$ cat config.mk
export PLATFORM = sky130hd
export DESIGN_NAME = pipe_stage_buf_flat
export DESIGN_NICKNAME = d
export VERILOG_FILES = /design/src/rtl/cpu_pipe_pkg.sv /design/src/rtl/pipe_stage_buf_if.sv /design/src/rtl/pipe_entry_reg.sv /design/src/rtl/pipe_stage_buf.sv /design/src/flat_wrapper.sv
export SDC_FILE = /design/constraint.sdc
export NUM_CORES = 1
export LEC_CHECK = 0
export ABC_AREA = 1
export CAP_MARGIN = 0
export CORE_MARGIN = 5
export CORE_UTILIZATION = 38
export CTS_CLUSTER_SIZE = 20
export DETAILED_ROUTE_END_ITERATION = 12
export GPL_TIMING_DRIVEN = 1
export PLACE_DENSITY_LB_ADDON = 0.08
export RECOVER_POWER = 100
export SYNTH_ARGS = -nofsm -noshare
export SYNTH_HDL_FRONTEND = slang
export SYNTH_SLANG_ARGS = --single-unit
$ cat constraint.sdc
create_clock -name clk -period 27.3 [get_ports clk]
set_input_delay 6.825 -clock clk [delete_from_list [all_inputs] [get_ports clk]]
set_output_delay 6.825 -clock clk [all_outputs]
set_load 0.1 [all_outputs]
$ cat src/rtl/cpu_pipe_pkg.sv
// Shared definitions for the CPU inter-stage pipeline registers: default widths,
// control-field bit offsets and the buffer occupancy state encoding.
package cpu_pipe_pkg;

  localparam int DEF_DW     = 32;
  localparam int DEF_NW     = 4;
  localparam int DEF_CTRL_W = 16;

  // Bit offsets into the packed control field; multi-bit fields start at the offset.
  localparam int CTRL_REGWRITE  = 0;
  localparam int CTRL_MEMREAD   = 1;
  localparam int CTRL_MEMWRITE  = 2;
  localparam int CTRL_REGDST    = 3;   // [1:0]
  localparam int CTRL_MEMTOREG  = 5;   // [1:0]
  localparam int CTRL_STORETYPE = 7;   // [1:0]
  localparam int CTRL_LOADTYPE  = 9;   // [2:0]
  localparam int CTRL_EXCCODE   = 12;  // [1:0]

  // Encoded as {mainValid, skidValid} so the state is read straight off the entry flops.
  typedef enum logic [1:0] {
    ST_EMPTY = 2'b00,
    ST_FULL1 = 2'b10,
    ST_FULL2 = 2'b11
  } bufStateT;

endpackage

$ cat src/rtl/pipe_stage_buf_if.sv
// Upstream/downstream valid-ready handshake bundle for one pipeline stage buffer.
interface pipe_stage_buf_if #(
  parameter int DW     = 32,
  parameter int NW     = 4,
  parameter int CTRL_W = 16
);
  logic              in_valid;
  logic              in_ready;
  logic [CTRL_W-1:0] in_ctrl;
  logic [NW*DW-1:0]  in_data;
  logic              out_valid;
  logic              out_ready;
  logic [CTRL_W-1:0] out_ctrl;
  logic [NW*DW-1:0]  out_data;

  // Environment side: drives the incoming entry and the downstream ready.
  modport master (
    output in_valid, in_ctrl, in_data, out_ready,
    input  in_ready, out_valid, out_ctrl, out_data
  );

  // Buffer side.
  modport slave (
    input  in_valid, in_ctrl, in_data, out_ready,
    output in_ready, out_valid, out_ctrl, out_data
  );
endinterface

$ cat src/rtl/pipe_entry_reg.sv
// One buffer slot: valid flag plus control and payload, with load and clear-to-bubble.
module pipe_entry_reg #(
  parameter int DW     = 32,
  parameter int NW     = 4,
  parameter int CTRL_W = 16
) (
  input  logic              clk,
  input  logic              reset,
  input  logic              load,
  input  logic              clear,
  input  logic [CTRL_W-1:0] ctrlIn,
  input  logic [NW*DW-1:0]  dataIn,
  output logic              valid,
  output logic [CTRL_W-1:0] ctrl,
  output logic [NW*DW-1:0]  data
);

  // NOTE: payload and ctrl are reset and cleared along with valid, so an empty slot
  // always holds an all-zero control word that cannot cause a downstream write.
  always_ff @(posedge clk or posedge reset) begin
    if (reset) begin
      valid <= 1'b0;
      ctrl  <= '0;
      data  <= '0;
    end else if (clear) begin
      valid <= 1'b0;
      ctrl  <= '0;
      data  <= '0;
    end else if (load) begin
      valid <= 1'b1;
      ctrl  <= ctrlIn;
      data  <= dataIn;
    end
  end

endmodule

$ cat src/rtl/pipe_stage_buf.sv
// Inter-stage pipeline register with valid/ready handshake, flush-to-bubble,
// optional skid slot (registered in_ready) and a saturating stall counter.
module pipe_stage_buf
  import cpu_pipe_pkg::*;
#(
  parameter int DW     = DEF_DW,
  parameter int NW     = DEF_NW,
  parameter int CTRL_W = DEF_CTRL_W,
  parameter int SKID   = 1,
  parameter int CNT_W  = 16
) (
  input  logic              clk,
  input  logic              reset,
  input  logic              flush,
  pipe_stage_buf_if.slave   bus,
  output logic [1:0]        occupancy,
  output logic [CNT_W-1:0]  stall_cnt
);

  logic              mainV, skidV;
  logic [CTRL_W-1:0] mainCtrl, skidCtrl, mainCtrlIn;
  logic [NW*DW-1:0]  mainData, skidData, mainDataIn;
  logic              mainLoad, mainClear, mainFromSkid, skidLoad, skidClear;
  logic              inXfer, outXfer;
  bufStateT          state;

  assign state   = bufStateT'({mainV, skidV});
  assign inXfer  = bus.in_valid & bus.in_ready;
  assign outXfer = mainV & bus.out_ready;

  // Next-state decode; the state register itself is the pair of entry valid flags.
  always_comb begin
    mainLoad     = 1'b0;
    mainClear    = 1'b0;
    mainFromSkid = 1'b0;
    skidLoad     = 1'b0;
    skidClear    = 1'b0;
    if (flush) begin
      mainClear = 1'b1;
      skidClear = 1'b1;
    end else begin
      case (state)
        ST_EMPTY: mainLoad = inXfer;
        ST_FULL1: begin
          if (inXfer && outXfer) mainLoad  = 1'b1;
          else if (inXfer)       skidLoad  = 1'b1;
          else if (outXfer)      mainClear = 1'b1;
        end
        ST_FULL2: begin
          if (outXfer) begin
            mainLoad     = 1'b1;
            mainFromSkid = 1'b1;
            skidClear    = 1'b1;
          end
        end
        default: begin
          mainClear = 1'b1;
          skidClear = 1'b1;
        end
      endcase
    end
  end

  assign mainCtrlIn = mainFromSkid ? skidCtrl : bus.in_ctrl;
  assign mainDataIn = mainFromSkid ? skidData : bus.in_data;

  pipe_entry_reg #(.DW(DW), .NW(NW), .CTRL_W(CTRL_W)) u_main (
    .clk    (clk),
    .reset  (reset),
    .load   (mainLoad),
    .clear  (mainClear),
    .ctrlIn (mainCtrlIn),
    .dataIn (mainDataIn),
    .valid  (mainV),
    .ctrl   (mainCtrl),
    .data   (mainData)
  );

  generate
    if (SKID != 0) begin : g_skid
      pipe_entry_reg #(.DW(DW), .NW(NW), .CTRL_W(CTRL_W)) u_skid (
        .clk    (clk),
        .reset  (reset),
        .load   (skidLoad),
        .clear  (skidClear),
        .ctrlIn (bus.in_ctrl),
        .dataIn (bus.in_data),
        .valid  (skidV),
        .ctrl   (skidCtrl),
        .data   (skidData)
      );
      assign bus.in_ready = ~skidV;
    end else begin : g_noskid
      assign skidV        = 1'b0;
      assign skidCtrl     = '0;
      assign skidData     = '0;
      assign bus.in_ready = ~mainV | bus.out_ready;
    end
  endgenerate

  assign bus.out_valid = mainV;
  assign bus.out_ctrl  = mainV ? mainCtrl : '0;
  assign bus.out_data  = mainV ? mainData : '0;
  assign occupancy     = {1'b0, mainV} + {1'b0, skidV};

  // Flush deliberately leaves the counter alone; only reset clears it.
  always_ff @(posedge clk or posedge reset) begin
    if (reset) begin
      stall_cnt <= '0;
    end else if (mainV && !bus.out_ready && (stall_cnt != {CNT_W{1'b1}})) begin
      stall_cnt <= stall_cnt + CNT_W'(1);
    end
  end

endmodule
$ cat src/flat_wrapper.sv
// flat-port wrapper written by rule: the top's interface ports become plain ports
module pipe_stage_buf_flat import cpu_pipe_pkg::*;
#(
  parameter int DW     = DEF_DW,
  parameter int NW     = DEF_NW,
  parameter int CTRL_W = DEF_CTRL_W,
  parameter int SKID   = 1,
  parameter int CNT_W  = 16
)
  (clk, reset, flush, occupancy, stall_cnt, bus_in_valid, bus_in_ctrl, bus_in_data, bus_out_ready, bus_in_ready, bus_out_valid, bus_out_ctrl, bus_out_data);
  pipe_stage_buf_if #(.DW(DW), .NW(NW), .CTRL_W(CTRL_W)) bus_i ();
  input  logic clk;
  input  logic reset;
  input  logic flush;
  output logic [1:0] occupancy;
  output logic [CNT_W-1:0] stall_cnt;
  input wire logic [$bits(bus_i.in_valid)-1:0] bus_in_valid;
  input wire logic [$bits(bus_i.in_ctrl)-1:0] bus_in_ctrl;
  input wire logic [$bits(bus_i.in_data)-1:0] bus_in_data;
  input wire logic [$bits(bus_i.out_ready)-1:0] bus_out_ready;
  output wire logic [$bits(bus_i.in_ready)-1:0] bus_in_ready;
  output wire logic [$bits(bus_i.out_valid)-1:0] bus_out_valid;
  output wire logic [$bits(bus_i.out_ctrl)-1:0] bus_out_ctrl;
  output wire logic [$bits(bus_i.out_data)-1:0] bus_out_data;
  assign bus_i.in_valid = bus_in_valid;
  assign bus_i.in_ctrl = bus_in_ctrl;
  assign bus_i.in_data = bus_in_data;
  assign bus_i.out_ready = bus_out_ready;
  assign bus_in_ready = bus_i.in_ready;
  assign bus_out_valid = bus_i.out_valid;
  assign bus_out_ctrl = bus_i.out_ctrl;
  assign bus_out_data = bus_i.out_data;
  pipe_stage_buf #(.DW(DW), .NW(NW), .CTRL_W(CTRL_W), .SKID(SKID), .CNT_W(CNT_W)) u_core (.clk(clk), .reset(reset), .flush(flush), .bus(bus_i), .occupancy(occupancy), .stall_cnt(stall_cnt));
endmodule
Word-level counts from Yosys, hierarchy flattened. Index checks and enable logic that the tools add are counted.

Flip-flop bits (word level): 306. Word-level logic and storage cells: 56. Output and inout port bits: 164. Input port bits: 149.

Equal/unequal tests: 3. Bitwise gates (word level): 3. Reduce and logical (&&, ||, !) cells: 9. Muxes and demuxes: 32. Add/sub/neg operators: 2.

Operators with widths (count): 128-bit 2-to-1 mux (6); 16-bit 2-to-1 mux (6); 1-bit 2-to-1 mux (17); 16-bit by 1-bit adder with 16-bit output, second input constant (1); 16-bit inequality test, second input constant (1); 2-bit == test, second input constant (2); 1-bit case mux with 2 select lines (2); 2-bit nonzero test (2); 2-bit OR reduction (2); 1-bit logical AND (3); 1-bit case mux with 3 select lines (1); 1-bit by 1-bit adder with 2-bit output (1); 1-bit bitwise AND (2); 2-bit zero test (1); 1-bit zero test (1); 1-bit NOT (1).

Longest topological paths before layout. Gate-level depths: netlist of run 1.

Depth in word-level cells: 8. Mapped depth: 12. Mapped depth without buffers: 10.

Cells and area by module. A second synthesis of run 1 with hierarchy kept.

Cells, all modules: 1895. Area, all modules: 15553.7 um^2.

Modules (own cells, without submodules): pipe_entry_reg (instances 2, cells each 628, area each 5677.9 um^2, sequential area each 3628.5 um^2); pipe_stage_buf (instances 1, cells each 639, area each 4197.8 um^2, sequential area each 400.4 um^2).

Worst setup path before layout of run 1. OpenSTA, ideal clock, no wires.

Kind: flip-flop to output port. From: register u_core.u_main.valid. To: output bus_out_data[38]. Cell stages (with the launch flop): 6. Data required time: 20475 ps. Path buffers: 3. Arrival: 2510 ps. Slack: 17965 ps. Cells stage by stage: dfrtp_1 buf_2 clkbuf_1 buf_1 nand2_1 inv_1.

Cells in the longest elaborated chain, start to end: 1.

RTL lines: from (decl) (line pipe_entry_reg.sv:13) `output logic valid,`; from (signal assigned) (line pipe_entry_reg.sv:22) `valid <= 1'b0;`; from (signal assigned) (line pipe_entry_reg.sv:26) `valid <= 1'b0;`; from (signal assigned) (line pipe_entry_reg.sv:30) `valid <= 1'b1;`; 128-bit 2-to-1 mux (line pipe_stage_buf.sv:103) `assign bus.out_data = mainV ? mainData : '0;`; to (decl) (line flat_wrapper.sv:24) `output wire logic [$bits(bus_i.out_data)-1:0] bus_out_data;`.

Every way passes these cells.

Worst setup path after layout of run 1.
From: input bus_out_ready. To: register u_core.g_skid.u_skid.data[55].

Cells in the longest elaborated chain, start to end: 6. Elaborated cells on any way between the ends: 10. Classes of those cells: mux: 7; bitwise: 1; reduce/logical: 2.

RTL lines: from (decl) (line flat_wrapper.sv:20) `input wire logic [$bits(bus_i.out_ready)-1:0] bus_out_ready;`; 1-bit bitwise AND * (line pipe_stage_buf.sv:29) `assign outXfer = mainV & bus.out_ready;`; 1-bit logical AND (line pipe_stage_buf.sv:45) `if (inXfer && outXfer) mainLoad = 1'b1;`; 1-bit 2-to-1 mux (line pipe_stage_buf.sv:45); 1-bit 2-to-1 mux (line pipe_stage_buf.sv:42) `case (state)`; 1-bit 2-to-1 mux (line pipe_stage_buf.sv:38) `if (flush) begin`; 2-bit nonzero test (no source line); to (signal assigned) (line pipe_entry_reg.sv:32) `data <= dataIn;`; to (decl) (line pipe_entry_reg.sv:15) `output logic [NW*DW-1:0] data`.

Mark *: on every way between the ends. The rest lies on a longest branch, timed or not. A chain may end at the register's enable or synchronous reset.

==> results of run 1 <==
## cell type report
type                    instances  area share [%]
well taps                     539            3.29
inverters                     165            3.06
clock buffers                  50            5.35
flip-flops and latches        306            37.3
repair buffers                330            15.7
multi-input cells            1582            34.1
clock inverters                14            1.12
## final timing paths
check / from / endpoint / cells past startpoint
max: bus_out_ready / u_core.g_skid.u_skid.data[55] / 12
min: u_core.g_skid.u_skid.data[8] / u_core.g_skid.u_skid.data[8] / 2
max reg2reg: u_core.u_main.valid / u_core.u_main.data[109] / 11
min reg2reg: u_core.g_skid.u_skid.data[8] / u_core.g_skid.u_skid.data[8] / 2
max in group asynchronous: reset / u_core.g_skid.u_skid.data[77] / 3
min in group asynchronous: reset / u_core.stall_cnt[3] / 2
## cell families (layout without fill, tap and decap cells)
| kind of cell | Yosys count | in the layout | share of synthesized area [%] |
|---|---|---|---|
| xor gates and xnor gates | 7 | 7 | 0.379 |
| and+or+nand+nor | 1561 | 1561 | 42.1 |
| AOI/OAI and AO/OA | 8 | 8 | 0.332 |
| buffers and inverters | 351 | 559 | 9.40 |
| adders and majority gates | 6 | 6 | 0.464 |
| DFF | 306 | 306 | 47.3 |
## worst register-to-register path: stages (launching register included)
cell and delay, ps:
dfrtp_4 810, clkbuf_1 3480, inv_1 1040, ha_1 660, inv_1 70, o21ai_0 120
nor2_4 150, clkbuf_1 2690, clkbuf_1 3120, clkbuf_1 3480, nand3_1 400, nand2_1 200
## through the flow
step	instances	hold slack (ps)	power [mW]	instance area, um^2
2_1_floorplan	2239	450	1.09	16200
3_5_place_dp	2922	466	1.27	19300
5_1_grt	2986	492	1.89	20500
4_1_cts	2986	481	1.82	20600
6_report	2986	478	1.79	20500
3_3_place_gp	2922	462	1.26	19300
## power breakdown
part	total, mW	switching (mW)	internal, mW
logic	0.621	0.486	0.135
registers	0.636	0.0743	0.562
clock network	0.537	0.199	0.338
## registers in the layout, summed over array words and instances, names as in the netlist
signal	cells
u_core.g_skid.u_skid.data	128
u_core.u_main.data	128
u_core.g_skid.u_skid.ctrl	16
u_core.stall_cnt	16
u_core.u_main.ctrl	16
u_core.g_skid.u_skid.valid	1
u_core.u_main.valid	1
## cell usage in the layout, fill, tap and decap left out
cell type and count:
dlygate4sd3_1 166, clkbuf_8 8, clkbuf_16 39, nor2_2 1, nor2_4 3, nand3b_1 1
clkinv_2 5, inv_2 1, nand2_1 948, nand2_4 2, xnor2_1 6, nand2_2 1
nand4_1 148, nor2_1 18, inv_6 1, clkinvlp_4 1, xor2_1 1, buf_4 9
a21oi_1 1, inv_1 159, clkinvlp_2 3, nand3_1 439, dfrtp_4 1, ha_1 6
inv_4 2, bufinv_16 6, clkbuf_1 12, a21boi_0 1, clkdlybuf4s50_1 146, dfrtp_1 305
o21ai_0 6, clkinv_4 1
## routing by layer
layer,vias up,share of wire [%],global-route usage (%)
met2,516,45,35.6
met1,7578,47,34.1
li1,7558,-,-
met5,-,0.036,0
met3,69,6.4,4.47
met4,2,2.0,4.96
==> metrics.md, run 1 <==
| Metric | Value |
|---|---|
| Worst path bufs/invs | 6 |
| Vias in the first global route | 15,081 |
| Post-Syn Nets | 2,394 |
| Failing checks | max-capacitance violations, max-slew violations |
| Top delay family on crit path | buffers and inverters |
| CTS clock-pin slew for the worst setup and hold paths | 60 ps |
| CP Max Fanout | 98 |
| Initial antenna violation count | 2 |
| GR Overflow Total | 0 |
| CP required | 27,710 ps |
| Worst Setup End Kind | register |
| Synth area leaders | dfrtp_1, nand2_1, nand3_1, nand4_1, inv_1 |
| Routed WL | 55,700 um |
| I/O pin count | 313 |
| Synth unique cells | 24 |
| DR vias/cell | 5.27 |
| Gpl congestion | 0.770 |
| Final clock skew | 21.7 ps |
| Outcome | finished, violations left |
| Row count | 75 |
| Seq/Total Area, Yosys | 47.3% |
| Die X | 216 um |
| Setup ws final | 8960 ps |
| Setup tns final | 0 ps |
| Post-CTS Repair Setup Buffers | 0 |
| Share of cells above drive strength 1 | 3.43% |
| Worst setup SP type | input port |
| Num CTS Buffers | 37 |
| Core Box Area | 0.0420 mm^2 |
| DR WL/cell | 18.7 um |
| Vias post-DR | 15,723 |
| Leakage | 11.9 nW |
| Peak VDD IR | 0.0720 mV |
| Setup WS pre-CTS | 15,870 ps |
| Synth-to-Final Area Change | 26.7% |
| Post-route minimum period | 18,340 ps |
| Max-cap violation count | 15 |
| CTS Hold Buffers Added | 0 |
| TritonCTS clock tree | done |
| Dpl hpwl | 32,400 um |
| Worst hold path class | reg -> reg |
| Slew headroom | -232% |
| Bufs on Longest Clock Path | 3 |
| CTS root buf | clkbuf_16 |
| Synth async-reset ratio | 100% |
| Kind of critical path | in -> reg |
| Critical path cell sequence | dlygate4sd3_1 -> nand2_1 -> nor2_4 -> clkbuf_1 -> inv_1 -> nand2_1 -> clkinvlp_2 -> nand2_1 -> clkinvlp_2 -> buf_4 -> nand2_1 -> nand2_1 |
| Clock sink count | 306 |
| Die Ht | 216 um |
| Post-synth EDFFs | 0 |
| Post-cts resize count | 0 |
| N_diodes | 0 |
| Slowest cell on the critical path | nand2_1 |
| Largest net degree at the start of global routing | 109 |
| Final worst path period share | 67.2% |
| Hold Fails Final Rpt | 0 |
| Critical path's most frequent cell | nand2_1 |
| Post-Syn Area per Cell | 7.23 um^2 |
| Area leader, netlist | dfrtp_1 |
| Area of the multi-input gates | 0.00700 mm^2 |
| Most numerous cell in the Yosys netlist | nand2_1 |
| DRC violations left | 0 |
| Post-synth top cells | nand2_1, nand3_1, dfrtp_1, inv_1, nand4_1 |
| Skew-Pair Late Insertion Delay | 540 ps |
| CP arrival | 18,750 ps |
| Sequential cell area | 0.00766 mm^2 |
| GRT Overall Usage | 23.1% |
| Register bit total from synthesis | 306 |
| Maximum clock rate | 54.5 MHz |
| Post-Syn Instances | 2,239 |
| FILL cells | 4,177 |
| R2R setup slack | 11,000 ps |
| # H-tree levels | 2 |
| Mapped cell area | 0.0162 mm^2 |
| Post-route ant nets | 0 |
| # setup viols final | 0 |
| Slowest stage delay, CP | 2620 ps |
| Global-route wire length before repair | 88,700 um |
| Initial DRC count | 1,231 |
| Nets | 2,577 |
| Port bufs | 312 |
| Synth warn | 0 |
| Area share of the largest cell type after synthesis | 47.3% |
| Die ar. | 0.0468 mm^2 |
| Pins Over Slew Limit | 1,094 |
| Worst-Margin Slew | 4950 ps |
| Main flop type after synthesis | dfrtp_1 |
| RSZ-0062 raised after global routing | false |
| DR pass1 iterations | 5 |
| Final Util | 48.8% |
| Pwr dens | 87.4 mW/mm^2 |
| Initial Util | 38.5% |
Power figures use the tool's default switching activity.
==> run 2, diff against run 1 <==
- clock period: 27.3 -> 18.6 ns (I/O delays scaled with it)
==> metrics.md, run 2 (synthesis results as in run 1) <==
| Metric | Value |
|---|---|
| Outcome | finished, violations left |
| Failing checks | max-capacitance violations, max-slew violations |
| Kind of critical path | in -> reg |
| Die Ht | 216 um |
| Worst setup path end | u_core.u_main.data[69] |
| Most common cell after layout, fill and taps aside | nand2_1 |
| Total power | 2.61 mW |
| Post-route minimum period | 12,870 ps |
| Worst setup SP type | input port |
| Hold Fails Final Rpt | 0 |
| Die X | 216 um |
| # H-tree levels | 2 |
| DR WL/cell | 18.6 um |
| Dpl hpwl | 32,300 um |
| Synth-to-Final Area Change | 26.5% |
| DR vias/cell | 5.27 |
| Post-cts resize count | 0 |
| N_diodes | 0 |
| DRC violations left | 0 |
| RSZ-0062 raised after global routing | false |
| CP Max Fanout | 74 |
| Post-route ant nets | 0 |
| Most frequent cells in the layout | nand2_1, nand3_1, dfrtp_1 |
| # setup viols final | 0 |
| GR Overflow Total | 0 |
| Final clock skew | 15.7 ps |
| CP required | 19,000 ps |
| Setup WS pre-CTS | 9350 ps |
| Routed WL | 55,700 um |
| Port bufs | 312 |
| Row count | 75 |
| Num CTS Buffers | 37 |
| Crit Reg-Reg Startpoint | u_core.u_main.valid |
| Initial Util | 38.5% |
| Setup ws final | 5730 ps |
| Post-CTS Repair Setup Buffers | 0 |
| CTS Hold Buffers Added | 0 |
| Worst setup startpoint | bus_out_ready |
| Max-cap violation count | 11 |
| Pins Over Slew Limit | 813 |
| Bufs on Longest Clock Path | 3 |
| Die ar. | 0.0468 mm^2 |
| TritonCTS clock tree | done |
| R2R setup slack | 5760 ps |
| Clock sink count | 306 |
| Gpl congestion | 0.776 |
| Worst-Margin Slew | 4890 ps |
| CP arrival | 13,280 ps |
| I/O pin count | 313 |
| Worst Setup End Kind | register |
| Setup tns final | 0 ps |
| R2r endpoint | u_core.u_main.data[69] |
| Pwr dens | 127 mW/mm^2 |
| Peak VDD IR | 0.108 mV |
| Initial antenna violation count | 2 |
| CTS root buf | clkbuf_16 |
| GRT Overall Usage | 23.1% |
| Slew headroom | -226% |
| Maximum clock rate | 77.7 MHz |
| DR pass1 iterations | 5 |
| Nets | 2,577 |
| CTS clock-pin slew for the worst setup and hold paths | 60 ps |
| Vias in the first global route | 14,939 |
| Skew-Pair Late Insertion Delay | 540 ps |
| Core Box Area | 0.0420 mm^2 |
| Leakage | 11.9 nW |
| Worst hold path class | reg -> reg |
| Initial DRC count | 1,306 |
| Vias post-DR | 15,744 |
| Biggest regs | u_core.g_skid.u_skid.data x128, u_core.u_main.data x128 |
| FILL cells | 4,185 |
| Share of cells above drive strength 1 | 3.31% |
| Final worst path period share | 69.2% |
| Reg2reg path depth | 10 |
| Largest net degree at the start of global routing | 109 |
| Global-route wire length before repair | 88,500 um |
==> run 2: stage by stage <==
step	hold slack, ps	area (um^2)	instances	util (%)
final	478	20500	2988	48.7
after global routing	490	20500	2988	48.7
after CTS	481	20500	2988	48.9
after detailed placement	466	19300	2922	45.8
after global placement	462	19300	2922	45.8
after floorplan	450	16200	2239	-
==> run 2: cell type report <==
cell class,instances,area [um^2],share of cell area (%)
flip-flops and latches,306,7660,37.4
multi-input cells,1582,7000,34.2
repair buffers,330,3230,15.8
clock buffers,60,1160,5.69
well taps,539,674,3.29
inverters,165,631,3.08
clock inverters,6,113,0.550
==> run 2: per-layer routing <==
metal  vias to the layer above  wire [um]  global-route usage (%)
met2                       529      25400                    35.7
met4                         2        957                    4.43
li1                       7560          -                       -
met5                         -         20                       0
met1                      7592      25700                    34.1
met3                        61       3600                    4.41
==> run 2: worst max-delay path: stages <==
cell	delay (ps)
dlygate4sd3_1	630
nand2_1	140
nor2_4	240
clkbuf_1	2070
nand2_1	2850
clkbuf_1	1820
nand2_1	370
nand2_1	90
nand4_1	80
nand2_1	100
==> run 2: how the worst min path moves through the flow <==
stage / start / end / slack, ps / cells past startpoint
after floorplan: u_core.g_skid.u_skid.ctrl[0] / u_core.g_skid.u_skid.ctrl[0] / 450 / 2
after global placement: u_core.g_skid.u_skid.data[114] / u_core.g_skid.u_skid.data[114] / 460 / 2
after detailed placement: u_core.g_skid.u_skid.ctrl[5] / u_core.g_skid.u_skid.ctrl[5] / 470 / 2
after CTS: u_core.g_skid.u_skid.ctrl[0] / u_core.g_skid.u_skid.ctrl[0] / 480 / 2
after global routing: u_core.g_skid.u_skid.ctrl[10] / u_core.g_skid.u_skid.ctrl[10] / 490 / 2
final: u_core.g_skid.u_skid.ctrl[10] / u_core.g_skid.u_skid.ctrl[10] / 480 / 2
==> run 2: power by group <==
group          total, mW  switching, mW  internal (mW)
clock              0.762          0.293          0.469
combinational      0.910          0.714          0.197
sequential         0.934          0.109          0.825
total               2.61           1.12           1.49
==> run 3, diff against run 2 <==
- clock period: 18.6 -> 11.4 ns (I/O delays scaled with it)
==> metrics.md, run 3 (synthesis results as in run 1) <==
| Metric | Value |
|---|---|
| # H-tree levels | 2 |
| DR WL/cell | 18.4 um |
| HP Start | u_core.g_skid.u_skid.data[127] |
| Outcome | finished, violations left |
| Dpl hpwl | 31,900 um |
| Hold path depth | 2 |
| Clk pwr share | 29.6% |
| CP Max Fanout | 92 |
| Endpoint, Worst Hold | u_core.g_skid.u_skid.data[127] |
| Flop pwr share | 36.1% |
| Net Switching | 1.81 mW |
| Row count | 75 |
| Worst setup SP type | input port |
| Maximum clock rate | 118 MHz |
| Clock sink count | 306 |
| Num CTS Buffers | 37 |
| GRT Overall Usage | 22.8% |
| Comb pwr share | 34.4% |
| R2R setup slack | 4600 ps |
| # setup viols final | 0 |
| Initial Util | 38.5% |
| Final clock skew | 16.0 ps |
| Post-route ant nets | 0 |
| TritonCTS clock tree | done |
| Core Box Area | 0.0420 mm^2 |
| Reg2reg path depth | 11 |
| Die Ht | 216 um |
| Pins Over Slew Limit | 330 |
| Peak VDD IR | 0.155 mV |
| Most frequent cells in the layout | nand2_1, nand3_1, dfrtp_1 |
| Die ar. | 0.0468 mm^2 |
| Hold Fails Final Rpt | 0 |
| Worst-Margin Slew | 5880 ps |
| CTS clock-pin slew for the worst setup and hold paths | 60 ps |
| Switch share | 42.7% |
| Vias post-DR | 15,755 |
| Routed WL | 55,100 um |
| CP arrival | 8920 ps |
| Most common cell after layout, fill and taps aside | nand2_1 |
| Worst hold path class | reg -> reg |
| Final hold slack | 479 ps |
| Setup ws final | 2890 ps |
| Global-route wire length before repair | 88,000 um |
| Gpl congestion | 0.792 |
| Largest net degree at the start of global routing | 182 |
| Slowest cell on the critical path | clkinvlp_2 |
| Post-CTS Repair Setup Buffers | 0 |
| Design Area, Final | 0.0205 mm^2 |
| Max-cap violation count | 5 |
| Failing checks | max-capacitance violations, max-slew violations |
| CTS root buf | clkbuf_16 |
| I/O pin count | 313 |
| Final worst path period share | 74.6% |
| Initial antenna violation count | 2 |
| Worst Setup End Kind | register |
| R2r endpoint | u_core.g_skid.u_skid.data[97] |
| Nets | 2,574 |
| GR Overflow Total | 0 |
| Kind of critical path | in -> reg |
| Critical path's most frequent cell | nand2_1 |
| Total power | 4.25 mW |
| Slew headroom | -292% |
| Die X | 216 um |
| Crit Reg-Reg Startpoint | u_core.u_main.valid |
| Slowest stage delay, CP | 2170 ps |
| Critical path cell sequence | dlygate4sd3_1 -> nand2_1 -> nor2_1 -> clkinv_1 -> nand2_1 -> inv_4 -> nand2_1 -> clkinvlp_2 -> buf_4 -> nand2_1 -> nand2_1 |
| Biggest regs | u_core.g_skid.u_skid.data x128, u_core.u_main.data x128 |
| RSZ-0062 raised after global routing | false |
| DR vias/cell | 5.27 |
| Internal | 2.43 mW |
| Setup WS pre-CTS | 4980 ps |
| Post-cts resize count | 0 |
| Port bufs | 312 |
| Skew-Pair Late Insertion Delay | 540 ps |
| Setup tns final | 0 ps |
| Pwr dens | 207 mW/mm^2 |
| Leakage | 11.9 nW |
| Bufs on Longest Clock Path | 3 |
| Share of cells above drive strength 1 | 3.60% |
| Post-route minimum period | 8510 ps |
| Synth-to-Final Area Change | 26.7% |
| DR pass1 iterations | 5 |
| CTS Hold Buffers Added | 0 |
| CP required | 11,810 ps |
| Placement Cell Area | 0.0193 mm^2 |
| Initial DRC count | 1,495 |
| DRC violations left | 0 |
| Vias in the first global route | 14,886 |
-- run 3: cell count changes in the layout (fill, tap and decap cells not counted), moves of 2 or more --
cell and change:
clkinv_2 +6, clkbuf_8 -2, diode_2 +2, clkbuf_1 -10, buf_4 +3
-- run 3: worst max path at each step --
stage,start,endpoint,cells after the start
3_5_place_dp,bus_out_ready,u_core.u_main.data[8],9
3_3_place_gp,bus_out_ready,u_core.g_skid.u_skid.data[74],11
5_1_grt,bus_out_ready,u_core.g_skid.u_skid.data[97],11
4_1_cts,u_core.u_main.valid,bus_out_data[77],4
2_1_floorplan,reset,u_core.g_skid.u_skid.ctrl[0],1
6_report,bus_out_ready,u_core.g_skid.u_skid.data[97],11
-- run 3: area by class of cell --
| class | instances | area [um^2] |
|---|---|---|
| Antenna cell | 2 | 5.00 |
| Clock buffer | 55 | 1130 |
| Clock inverter | 12 | 164 |
| Fill cell | 4151 | 21500 |
| Inverter | 165 | 629 |
| Multi-Input combinational cell | 1582 | 7000 |
| Sequential cell | 306 | 7660 |
| Tap cell | 539 | 674 |
| Timing Repair Buffer | 327 | 3250 |
-- run 3: power groups by stage --
stage / combinational, mW / sequential (mW) / clock (mW)
floorplan: 1.10 / 1.52 / 0
global placement: 1.48 / 1.54 / 0
detailed placement: 1.49 / 1.54 / 0
CTS: 1.50 / 1.53 / 1.29
global route: 1.58 / 1.56 / 1.33
finish: 1.46 / 1.53 / 1.26
-- run 3: critical path, delay by kind of cell --
| kind | cells | cell delay [ps] |
|---|---|---|
| buf+inv | 5 | 4120 |
| simple gates | 6 | 1830 |
-- run 3: per-layer routing --
layer	share of wire (%)	track usage, %	vias up	wire (um)
li1	-	-	7552	-
met1	47	34.3	7634	25900
met2	46	34.7	520	25100
met3	5.8	3.47	49	3190
met4	1.6	5.13	0	866
met5	0	0	-	0
-- run 3: per-stage QoR --
step	std cells	util, %
floorplan	2239	-
global placement	2919	45.8
detailed placement	2919	45.8
CTS	2986	48.9
global route	2987	48.8
finish	2988	48.8
